$ cat src/rtl/lbist_pkg.sv
// Shared constants, types and helpers for the LBIST register/control block.
package lbist_pkg;

  localparam int unsigned ADDR_W = 4;
  localparam int unsigned DATA_W = 32;
  localparam int unsigned BE_W   = DATA_W / 8;

  localparam int unsigned ADDR_CTRL   = 0;
  localparam int unsigned ADDR_CFG    = 1;
  localparam int unsigned ADDR_STATUS = 2;
  localparam int unsigned ADDR_TMO    = 3;
  localparam int unsigned ADDR_GOLD0  = 4;

  localparam int unsigned CTRL_RST    = 0;
  localparam int unsigned CTRL_START  = 1;
  localparam int unsigned CTRL_RSB    = 2;
  localparam int unsigned CTRL_IRQ_EN = 3;
  localparam int unsigned CTRL_CH_EN  = 8;

  localparam int unsigned ST_BUSY     = 0;
  localparam int unsigned ST_DONE     = 1;
  localparam int unsigned ST_FAIL     = 2;
  localparam int unsigned ST_TMO      = 3;
  localparam int unsigned ST_CH_FAIL  = 8;
  localparam int unsigned ST_RAW_DONE = 31;

  typedef enum logic [1:0] {IDLE, RUN, CAP, CMP} lbist_state_t;

  typedef struct packed {
    logic              wr;
    logic [ADDR_W-1:0] addr;
    logic [DATA_W-1:0] wdata;
    logic [BE_W-1:0]   be;
  } reg_req_t;

  // Captured signatures sit directly after the golden bank.
  function automatic int unsigned addr_cap0(input int unsigned num_ch);
    return ADDR_GOLD0 + num_ch;
  endfunction

  function automatic logic [DATA_W-1:0] be_merge(input logic [DATA_W-1:0] cur,
                                                 input logic [DATA_W-1:0] wdata,
                                                 input logic [BE_W-1:0]   be);
    logic [DATA_W-1:0] res;
    res = cur;
    for (int b = 0; b < int'(BE_W); b++) begin
      if (be[b]) res[b*8 +: 8] = wdata[b*8 +: 8];
    end
    return res;
  endfunction

endpackage

$ cat src/rtl/lbist_tmo_cnt.sv
// Run-supervision down-counter: loads the limit at start, expires on reaching 1.
module lbist_tmo_cnt #(
  parameter int unsigned TMO_W = 24
) (
  input  logic             mclk,
  input  logic             reset_n,
  input  logic             load,
  input  logic [TMO_W-1:0] load_val,
  input  logic             en,
  output logic             expire_c
);

  logic [TMO_W-1:0] cnt;
  logic             active;

  // A zero load value leaves the counter parked, which disables the timeout.
  assign active   = en && (cnt != '0);
  assign expire_c = active && (cnt == TMO_W'(1));

  always_ff @(posedge mclk or negedge reset_n) begin
    if (!reset_n)    cnt <= '0;
    else if (load)   cnt <= load_val;
    else if (active) cnt <= cnt - TMO_W'(1);
  end

endmodule

$ cat src/rtl/lbist_reg_mc.sv
// LBIST register file and run sequencer: start/done handshake, signature
// capture/compare, timeout supervision and sticky status with interrupt.
module lbist_reg_mc
  import lbist_pkg::*;
#(
  parameter int unsigned NUM_CH  = 4,
  parameter int unsigned SIG_W   = 32,
  parameter int unsigned TMO_W   = 24,
  parameter logic [31:0] CFG_RST = 32'h4C66_8354
) (
  input  logic                    mclk,
  input  logic                    reset_n,
  input  logic                    reg_cs,
  input  logic                    reg_wr,
  input  logic [3:0]              reg_addr,
  input  logic [31:0]             reg_wdata,
  input  logic [3:0]              reg_be,
  output logic [31:0]             reg_rdata,
  output logic                    reg_ack,
  output logic                    cfg_lbist_rst,
  output logic                    cfg_lbist_start,
  output logic                    cfg_lbist_rsb,
  output logic [NUM_CH-1:0]       cfg_ch_en,
  output logic [15:0]             cfg_lbist_pat,
  output logic [15:0]             cfg_chain_depth,
  input  logic                    lbist_done,
  input  logic [NUM_CH*SIG_W-1:0] lbist_sig,
  output logic                    lbist_busy,
  output logic                    lbist_irq
);

  localparam int unsigned CAP0 = addr_cap0(NUM_CH);

  lbist_state_t state, state_nxt;
  reg_req_t     req;
  logic acc, wr_acc;
  logic ctrl_wr, cfg_wr, status_wr, tmo_wr;
  logic start_req, abort_req;
  logic clr_done, clr_fail, clr_tmo;
  logic do_start, do_cap, do_cmp, do_tmo, do_abort;
  logic done_q, done_rise, tmo_expire_c;

  logic              rst_q, rsb_q, irq_en_q;
  logic [NUM_CH-1:0] ch_en_q;
  logic [31:0]       cfg_q;
  logic [TMO_W-1:0]  tmo_lim_q;
  logic [SIG_W-1:0]  gold_q [NUM_CH];
  logic [SIG_W-1:0]  cap_q  [NUM_CH];

  logic              busy_q, st_done_q, st_fail_q, st_tmo_q, irq_q;
  logic [NUM_CH-1:0] st_chf_q, chf_c;
  logic [31:0]       rd_c;

  assign req = '{wr: reg_wr, addr: reg_addr, wdata: reg_wdata, be: reg_be};

  // One access per idle-ack cycle; writes land on the edge that raises ack.
  assign acc       = reg_cs && !reg_ack;
  assign wr_acc    = acc && req.wr;
  assign ctrl_wr   = wr_acc && (req.addr == 4'(ADDR_CTRL));
  assign cfg_wr    = wr_acc && (req.addr == 4'(ADDR_CFG));
  assign status_wr = wr_acc && (req.addr == 4'(ADDR_STATUS));
  assign tmo_wr    = wr_acc && (req.addr == 4'(ADDR_TMO));

  assign start_req = ctrl_wr && req.be[0] && req.wdata[CTRL_START];
  assign abort_req = ctrl_wr && req.be[0] && req.wdata[CTRL_RST];
  assign clr_done  = status_wr && req.be[0] && req.wdata[ST_DONE];
  assign clr_fail  = status_wr && req.be[0] && req.wdata[ST_FAIL];
  assign clr_tmo   = status_wr && req.be[0] && req.wdata[ST_TMO];

  assign done_rise = lbist_done && !done_q;

  lbist_tmo_cnt #(.TMO_W(TMO_W)) u_tmo_cnt (
    .mclk     (mclk),
    .reset_n  (reset_n),
    .load     (do_start),
    .load_val (tmo_lim_q),
    .en       (state == RUN),
    .expire_c (tmo_expire_c)
  );

  always_ff @(posedge mclk or negedge reset_n) begin
    if (!reset_n) state <= IDLE;
    else          state <= state_nxt;
  end

  // Sequencer: abort has priority over every run event.
  always_comb begin
    state_nxt = state;
    do_start  = 1'b0;
    do_cap    = 1'b0;
    do_cmp    = 1'b0;
    do_tmo    = 1'b0;
    do_abort  = 1'b0;
    case (state)
      IDLE: begin
        if (start_req && !rst_q && !abort_req) begin
          do_start  = 1'b1;
          state_nxt = RUN;
        end
      end
      RUN: begin
        if (abort_req) begin
          do_abort  = 1'b1;
          state_nxt = IDLE;
        end else if (done_rise) begin
          state_nxt = CAP;
        end else if (tmo_expire_c) begin
          do_tmo    = 1'b1;
          state_nxt = IDLE;
        end
      end
      CAP: begin
        if (abort_req) begin
          do_abort  = 1'b1;
          state_nxt = IDLE;
        end else begin
          do_cap    = 1'b1;
          state_nxt = CMP;
        end
      end
      CMP: begin
        if (abort_req) begin
          do_abort  = 1'b1;
        end else begin
          do_cmp    = 1'b1;
        end
        state_nxt = IDLE;
      end
      default: state_nxt = IDLE;
    endcase
  end

  always_comb begin
    chf_c = '0;
    for (int i = 0; i < int'(NUM_CH); i++) begin
      chf_c[i] = ch_en_q[i] && !rsb_q && (cap_q[i] != gold_q[i]);
    end
  end

  always_comb begin
    rd_c = '0;
    case (req.addr)
      4'(ADDR_CTRL): begin
        rd_c[CTRL_RST]              = rst_q;
        rd_c[CTRL_RSB]              = rsb_q;
        rd_c[CTRL_IRQ_EN]           = irq_en_q;
        rd_c[CTRL_CH_EN +: NUM_CH]  = ch_en_q;
      end
      4'(ADDR_CFG): rd_c = cfg_q;
      4'(ADDR_STATUS): begin
        rd_c[ST_BUSY]               = busy_q;
        rd_c[ST_DONE]               = st_done_q;
        rd_c[ST_FAIL]               = st_fail_q;
        rd_c[ST_TMO]                = st_tmo_q;
        rd_c[ST_CH_FAIL +: NUM_CH]  = st_chf_q;
        rd_c[ST_RAW_DONE]           = lbist_done;
      end
      4'(ADDR_TMO): rd_c[TMO_W-1:0] = tmo_lim_q;
      default: begin
        for (int i = 0; i < int'(NUM_CH); i++) begin
          if (req.addr == 4'(ADDR_GOLD0 + i)) rd_c[SIG_W-1:0] = gold_q[i];
          if (req.addr == 4'(CAP0 + i))       rd_c[SIG_W-1:0] = cap_q[i];
        end
      end
    endcase
  end

  always_ff @(posedge mclk or negedge reset_n) begin
    if (!reset_n) begin
      reg_ack   <= 1'b0;
      reg_rdata <= '0;
      done_q    <= 1'b0;
    end else begin
      reg_ack   <= acc;
      reg_rdata <= (acc && !req.wr) ? rd_c : '0;
      done_q    <= lbist_done;
    end
  end

  // Software-owned configuration.
  always_ff @(posedge mclk or negedge reset_n) begin
    if (!reset_n) begin
      rst_q     <= 1'b0;
      rsb_q     <= 1'b0;
      irq_en_q  <= 1'b0;
      ch_en_q   <= '1;
      cfg_q     <= CFG_RST;
      tmo_lim_q <= '0;
      for (int i = 0; i < int'(NUM_CH); i++) gold_q[i] <= '0;
    end else begin
      if (ctrl_wr && req.be[0]) begin
        rst_q    <= req.wdata[CTRL_RST];
        rsb_q    <= req.wdata[CTRL_RSB];
        irq_en_q <= req.wdata[CTRL_IRQ_EN];
      end
      if (ctrl_wr && req.be[1]) ch_en_q <= req.wdata[CTRL_CH_EN +: NUM_CH];
      if (cfg_wr) cfg_q <= be_merge(cfg_q, req.wdata, req.be);
      if (tmo_wr) tmo_lim_q <= TMO_W'(be_merge(32'(tmo_lim_q), req.wdata, req.be));
      for (int i = 0; i < int'(NUM_CH); i++) begin
        if (wr_acc && (req.addr == 4'(ADDR_GOLD0 + i)))
          gold_q[i] <= SIG_W'(be_merge(32'(gold_q[i]), req.wdata, req.be));
      end
    end
  end

  // Run state and sticky status; hardware sets override same-cycle W1C.
  always_ff @(posedge mclk or negedge reset_n) begin
    if (!reset_n) begin
      cfg_lbist_start <= 1'b0;
      busy_q          <= 1'b0;
      st_done_q       <= 1'b0;
      st_fail_q       <= 1'b0;
      st_tmo_q        <= 1'b0;
      st_chf_q        <= '0;
      irq_q           <= 1'b0;
      for (int i = 0; i < int'(NUM_CH); i++) cap_q[i] <= '0;
    end else begin
      cfg_lbist_start <= do_start;

      if (do_start)                          busy_q <= 1'b1;
      else if (do_abort || do_tmo || do_cmp) busy_q <= 1'b0;

      if (do_cap) begin
        for (int i = 0; i < int'(NUM_CH); i++) cap_q[i] <= lbist_sig[i*SIG_W +: SIG_W];
      end

      if (do_cmp)                    st_done_q <= 1'b1;
      else if (do_start || clr_done) st_done_q <= 1'b0;

      if (do_cmp) begin
        st_fail_q <= |chf_c;
        st_chf_q  <= chf_c;
      end else if (do_start || clr_fail) begin
        st_fail_q <= 1'b0;
        st_chf_q  <= '0;
      end

      if (do_tmo)                   st_tmo_q <= 1'b1;
      else if (do_start || clr_tmo) st_tmo_q <= 1'b0;

      irq_q <= irq_en_q && (st_done_q || st_tmo_q);
    end
  end

  assign cfg_lbist_rst   = rst_q;
  assign cfg_lbist_rsb   = rsb_q;
  assign cfg_ch_en       = ch_en_q;
  assign cfg_lbist_pat   = cfg_q[31:16];
  assign cfg_chain_depth = cfg_q[15:0];
  assign lbist_busy      = busy_q;
  assign lbist_irq       = irq_q;

endmodule
$ cat config.mk
export PLATFORM = sky130hd
export DESIGN_NAME = lbist_reg_mc
export DESIGN_NICKNAME = d
export VERILOG_FILES = /design/src/rtl/lbist_pkg.sv /design/src/rtl/lbist_tmo_cnt.sv /design/src/rtl/lbist_reg_mc.sv
export SDC_FILE = /design/constraint.sdc
export NUM_CORES = 1
export LEC_CHECK = 0
export ABC_AREA = 1
export CAP_MARGIN = 20
export CELL_PAD_IN_SITES_DETAIL_PLACEMENT = 0
export CELL_PAD_IN_SITES_GLOBAL_PLACEMENT = 1
export CORE_MARGIN = 4
export CORE_UTILIZATION = 37
export CTS_CLUSTER_SIZE = 12
export DETAILED_ROUTE_END_ITERATION = 10
export PLACE_DENSITY_LB_ADDON = 0.12
export RECOVER_POWER = 50
export SETUP_SLACK_MARGIN = 0.02
export SLEW_MARGIN = 20
export SYNTH_ARGS = -nofsm -noshare
export SYNTH_HDL_FRONTEND = slang
export SYNTH_HIERARCHICAL = 1
export SYNTH_SLANG_ARGS = --single-unit
$ cat constraint.sdc
create_clock -name mclk -period 2.45 [get_ports mclk]
set_clock_uncertainty 0.2 [all_clocks]
set_input_delay 0.49 -clock mclk [delete_from_list [all_inputs] [get_ports mclk]]
set_output_delay 0.49 -clock mclk [all_outputs]
set_load 0.01 [all_outputs]
* After elaboration in Yosys (flattened, before gate mapping)
Cells that the tools add are included.
W data, S select, Z words.
** Storage, ports and cells
- Memory bits (read-only) :: 0
- Bits in writable memories :: 0
- Output and inout port bits :: 74
- Register bits after elaboration :: 389
- Bits in latches :: 0
- Memories kept :: 0
- Word-level logic and storage cells :: 193
** Cells by class
- Bitwise gates (word level) :: 0
- Shifts and indexed selects :: 0
- Div/mod/pow operators :: 0
- Equality and inequality tests :: 21
- Mux-type cells :: 46
- Reduce and logical (&&, ||, !) cells :: 82
- $lt $le $gt $ge :: 0
- $add $sub $neg :: 1
- Multiply operators :: 0
** Operators by type and width (count)
- $mux W32 :: 9
- $ne A32 B32 Y1 :: 4
- $mux W24 :: 2
- $reduce_and A2 Y1 :: 24
- $pmux W12 S3 :: 1
- $logic_and A1 B1 Y1 :: 33
- $eq A24 B1 Y1 const B :: 1
- $reduce_bool A24 Y1 :: 1
- $sub A24 B1 Y24 const B :: 1
- $mux W1 :: 19
- $eq A4 B3 Y1 const B :: 4
- $eq A4 B4 Y1 const B :: 4
- $pmux W2 S4 :: 2
- $pmux W4 S4 :: 1
- $pmux W7 S2 :: 1
- $pmux W4 S3 :: 1
- $mux W2 :: 5
- $reduce_bool A2 Y1 :: 5
- $eq A4 B2 Y1 const B :: 2
- $mux W4 :: 2
- $pmux W1 S4 :: 2
- $logic_not A1 Y1 :: 6
- $logic_or A1 B1 Y1 :: 6
- $reduce_or A3 Y1 :: 2
- 10 further kinds :: 12

* Longest topological paths before layout
- Word-level depth :: 13
- Depth in mapped cells :: 13
- Depth with buffers taken out :: 12

* Modules after synthesis
Netlist, hierarchy kept.
** Modules (own cells, without submodules)
- lbist_reg_mc :: area an instance 17897.2 µm², cells each 2260, seq. area each 9155.0 µm², times used 1
- lbist_tmo_cnt :: area an instance 1959.4 µm², cells each 296, seq. area each 600.6 µm², times used 1

* Least setup slack after synthesis
Ideal clock, no wire load.
- Path type :: input to register
- Start :: in reg_cs
- End :: reg u_tmo_cnt.cnt[5]
- Data required time :: 2.134 ns
- Stages :: 11
- Slack :: 0.043 ns
- Arrival :: 2.090 ns
- Path through :: nand3_1 inv_1 nand2_1 nor2_1 nand3_1 inv_1 buf_2 clkbuf_1 o21ai_1 nand2_1 nand2_1
** On the way
- Cells in the longest elaborated chain, start to end :: 10
- Elaborated cells between the ends (all ways) :: 13
- Classes of those cells :: mux (3); reduce/logical (10)
** RTL lines
- from (decl) :: line lbist_reg_mc.sv:13 : input logic reg_cs,
- $logic_and A1 B1 Y1 (*) :: line lbist_reg_mc.sv:57 : assign acc = reg_cs && !reg_ack;
- $logic_and A1 B1 Y1 (*) :: line lbist_reg_mc.sv:58 : assign wr_acc = acc && req.wr;
- $logic_and A1 B1 Y1 (*) :: line lbist_reg_mc.sv:59 : assign ctrl_wr = wr_acc && (req.addr == 4'(ADDR_CTRL));
- $logic_and A1 B1 Y1 (*) :: line lbist_reg_mc.sv:64, lbist_reg_mc.sv:65
- $logic_and A1 B1 Y1 (on tied branches) :: line lbist_reg_mc.sv:64, lbist_reg_mc.sv:65
- $logic_and A1 B1 Y1 / $logic_not A1 Y1 (equally long branches) :: line lbist_reg_mc.sv:96 : if (start_req && !rst_q && !abort_req) begin
- $logic_and A1 B1 Y1 (*) :: line lbist_reg_mc.sv:96
- $mux W1 (*) :: line lbist_reg_mc.sv:96
- $mux W1 (*) :: line lbist_reg_mc.sv:94 : case (state)
- via do_start :: line lbist_reg_mc.sv:40 : logic do_start, do_cap, do_cmp, do_tmo, do_abort;
- $mux W24 / $reduce_bool A2 Y1 (equally long branches)
- to (signal assigned) :: line lbist_tmo_cnt.sv:22 : else if (load) cnt <= load_val;
- to (signal assigned) :: line lbist_tmo_cnt.sv:23 : else if (active) cnt <= cnt - TMO_W'(1);
- to (decl) :: line lbist_tmo_cnt.sv:13 : logic [TMO_W-1:0] cnt;
Mark *: on every way through the listed nets, which the timed path passes. The rest lies on a longest branch.
A chain may end at the register's enable or synchronous reset.

* Final worst setup path
- Start :: reg ch_en_q[0] (netlist: cfg_ch_en[0])
- End :: out cfg_ch_en[0]
** RTL lines
- from (decl) :: line lbist_reg_mc.sv:44 : logic [NUM_CH-1:0] ch_en_q;
- from (signal assigned) :: line lbist_reg_mc.sv:196 : if (ctrl_wr && req.be[1]) ch_en_q <= req.wdata[CTRL_CH_EN +: NUM_CH];
- to (decl) :: line lbist_reg_mc.sv:23 : output logic [NUM_CH-1:0] cfg_ch_en,
No word-level cell between the ends.

==> summary.md <==
| Metric | Value |
|---|---|
| Status | finished, final reports clean |
| CTS Buf Count | 45 |
| Drt initial violations | 1458 |
| Later-pin clock latency in the skew report | 0.58 ns |
| Post-synth top area cell | dfrtp_1 |
| DP Wirelength | 54.3 mm |
| Hold_sp | lbist_sig[26] |
| WL/cell | 19.4 um |
| Nets | 3086 |
| Max_slew headroom | 0.311 |
| Vias in the first global route | 17500 |
| Share of post-route cells with drive strength above 1 | 0.112 |
| Core area | 52900 um^2 |
| Met3 WL post-DR | 4.24 mm |
| Remaining DRCs | 0 |
| Data required, critical path | 1.76 ns |
| Power per cell area | 932 nW/um^2 |
| Fin crit share | 0.978 |
| Slowest stage cell, crit path | dfstp_2 |
| #FFs+latches synth | 389 |
| Row cnt | 84 |
| Setup crit end kind | output port |
| Top-count cell post-synth | nand2_1 |
| CP cell instances | clkdlybuf4s50_1 |
| Met2 Wirelength | 32.1 mm |
| Die Y | 240 um |
| Yosys Warn Count | 6 |
| DRT antenna net count | 0 |
| Final setup margin | 0.0534 ns |
| Fin Hold WS | 0.245 ns |
| Asr flop ratio synth | 1.00 |
| WP data arrival | 1.71 ns |
| Ys flop type | dfrtp_1 |
| Final cell count without fillers | 3633 |
| H-tree Lvls | 2 |
| Die Area | 57400 um^2 |
| Crit-path max cell delay | 0.58 ns |
| Largest net degree at the start of global routing | 78 |
| Worst reg2reg path startpoint | reg_ack |
| VDD IR max | 0.469 mV |
| Hold crit path type | input port to register |
| Worst path top cell family by delay | flip-flops |
| Tmin final | 2.40 ns |
| CP Buf/Inv Count | 1 |
| Measured slew at the worst slew-check pin | 1.03 ns |
| Global Route Usage Sum | 0.244 |
| Cell variety after synth | 47 |
| Synth Instances | 2556 |
| Met1 wire length | 32.3 mm |
| IO Port Bufs | 246 |
| Fmax | 417 MHz |
| Final WL | 70.5 mm |
| Overall power | 24.0 mW |
| Root buf cell | clkbuf_16 |
| RSZ-0062 raised after global routing | no |
| Max-cap viol count | 0 |
| Placed Instances | 3549 |
| Initial core utilization | 0.376 |
| Horiz. Die Dim | 240 um |
| Yosys top cell area share | 0.469 |
| Sequential area share after synthesis | 0.491 |
| CP Launch Type | register |
| Synth area leaders | dfrtp_1, nand2_1, o21ai_0 |
| Number of flops mapped to enable cells by yosys | 0 |
| First-pass iteration count of the detailed router | 6 |
| Total grt overflow | 0 |
| Clk pin slew, worst setup/hold paths | 0.06 ns |
| Deepest clock path buffer count | 3 |
| Worst Setup SP | cfg_ch_en[0] |
| Mapped Area | 19900 um^2 |
| Flop2flop setup slack | 0.18 ns |
| Syn nets | 2732 |
| Via density | 4.99 |
| Final hold vios | 0 |
| CTS tree | done |
| Worst slack, placed | -0.499 ns |
| Synth-to-Final Area Change | 29.5% |
| CTS Sinks | 389 |
| Crit-path max FO | 4 |
| Leakage | 12.0 nW |
| Top Layer Used | met4 |
| Vias | 18100 |
| Average cell area after synthesis | 7.77 um^2 |
| Global-route wire length before repair | 107 mm |
| Count of final setup violators | 0 |
| Slew Limit Fails | 0 |
| Kind of critical path | register to output port |
| Ports | 247 |
| Antenna violations before repair | 1 |
| Global placement routability congestion | 0.905 |
| Post-synth top cells | nand2_1, dfrtp_1, o21ai_0, inv_1, nor2_1 |
## power breakdown
part	internal [mW]	total [mW]	switching (mW)	leakage [nW]
logic	3.15	7.48	4.32	6.21
registers	8.06	9.67	1.61	5.05
clock network	4.04	6.81	2.76	0.738
total	15.3	24.0	8.70	12.0
## cell type report
type                    count  area [um^2]
flip-flops and latches    389         9760
well taps                 688          861
fillers                  5257        27200
repair buffers            402         4040
multi-input cells        1870         8800
clock inverters            13          121
diodes                      1         2.50
clock buffers              68         1370
inverters                 202          763
## routing by layer
layer	up-vias	GRT usage
met1	8688	0.348
met3	95	0.0390
met2	533	0.386
met4	0	0.0682
li1	8806	-
met5	-	0
## worst min-delay path, delay by kind of cell
kind                   cells  cell delay, ns
buffers and inverters      1            0.39
AND/OR/NAND/NOR            2            0.10
## metrics by stage
step	utilization	setup TNS, ns	cell area, um^2
CTS	0.488	0	25800
global route	0.486	0	25700
detailed placement	0.460	-102.10	24300
global placement	0.460	-94.03	24300
floorplan	-	0	19900
finish	0.486	0	25700
## registers in the layout, summed over array words and instances, names as in the netlist, 4 cells and up
name / flops
cap_q: 128
cfg_ch_en: 4
cfg_q: 32
gold_q: 128
reg_rdata: 32
st_chf_q: 4
tmo_lim_q: 24
u_tmo_cnt/cnt: 24
## what timing repair did
item | in CTS | in global routing
resized for setup | 2 | 2
endpoints found under the setup margin | 2 | 39
endpoints found under the hold margin | 298 | 0
setup buffers | 0 | 1
hold buffers | 1 | 0
## path summary, 6_finish.rpt
kind                                 endpoint  depth (start not counted)
worst max-delay path             cfg_ch_en[0]                          1
worst min-delay path               cap_q[122]                          3
worst max register to register      cfg_q[14]                          9
worst min register to register        reg_ack                          1
max in group asynchronous       reg_rdata[29]                          3
min in group asynchronous        reg_rdata[6]                          2
## cells by family after synthesis
kind of cell             Yosys count  synth area share
adder cells (fa/ha/maj)            3           0.00189
XOR/XNOR                          98            0.0432
buffers and inverters            297            0.0653
AND/OR/NAND/NOR                 1424             0.302
flip-flops                       389             0.491
AO/OA/AOI/OAI                    345            0.0960
## cells in the final DEF (no fill, tap or decap), drive strengths merged, types with 3 or more instances in the layout
| master | netlist | routed |
|---|---|---|
| nand2 | 1104 | 1104 |
| dfrtp | 372 | 372 |
| o21ai | 282 | 282 |
| clkdlybuf4s50 | 0 | 240 |
| inv | 201 | 202 |
| buf | 55 | 145 |
| nor2 | 123 | 123 |
| xnor2 | 95 | 95 |
| nand3 | 82 | 82 |
| clkbuf | 40 | 79 |
| nand4 | 58 | 58 |
| or2 | 41 | 41 |
| a21oi | 25 | 25 |
| a221o | 17 | 17 |
| dfstp | 17 | 17 |
| clkinv | 1 | 10 |
| nand3b | 7 | 7 |
| nor3 | 7 | 7 |
| o22ai | 5 | 5 |
| o211ai | 5 | 5 |
| a221oi | 4 | 4 |
| dlygate4sd3 | 0 | 3 |
| xor2 | 3 | 3 |
| ha | 3 | 3 |
Power figures use the tool's default switching activity.
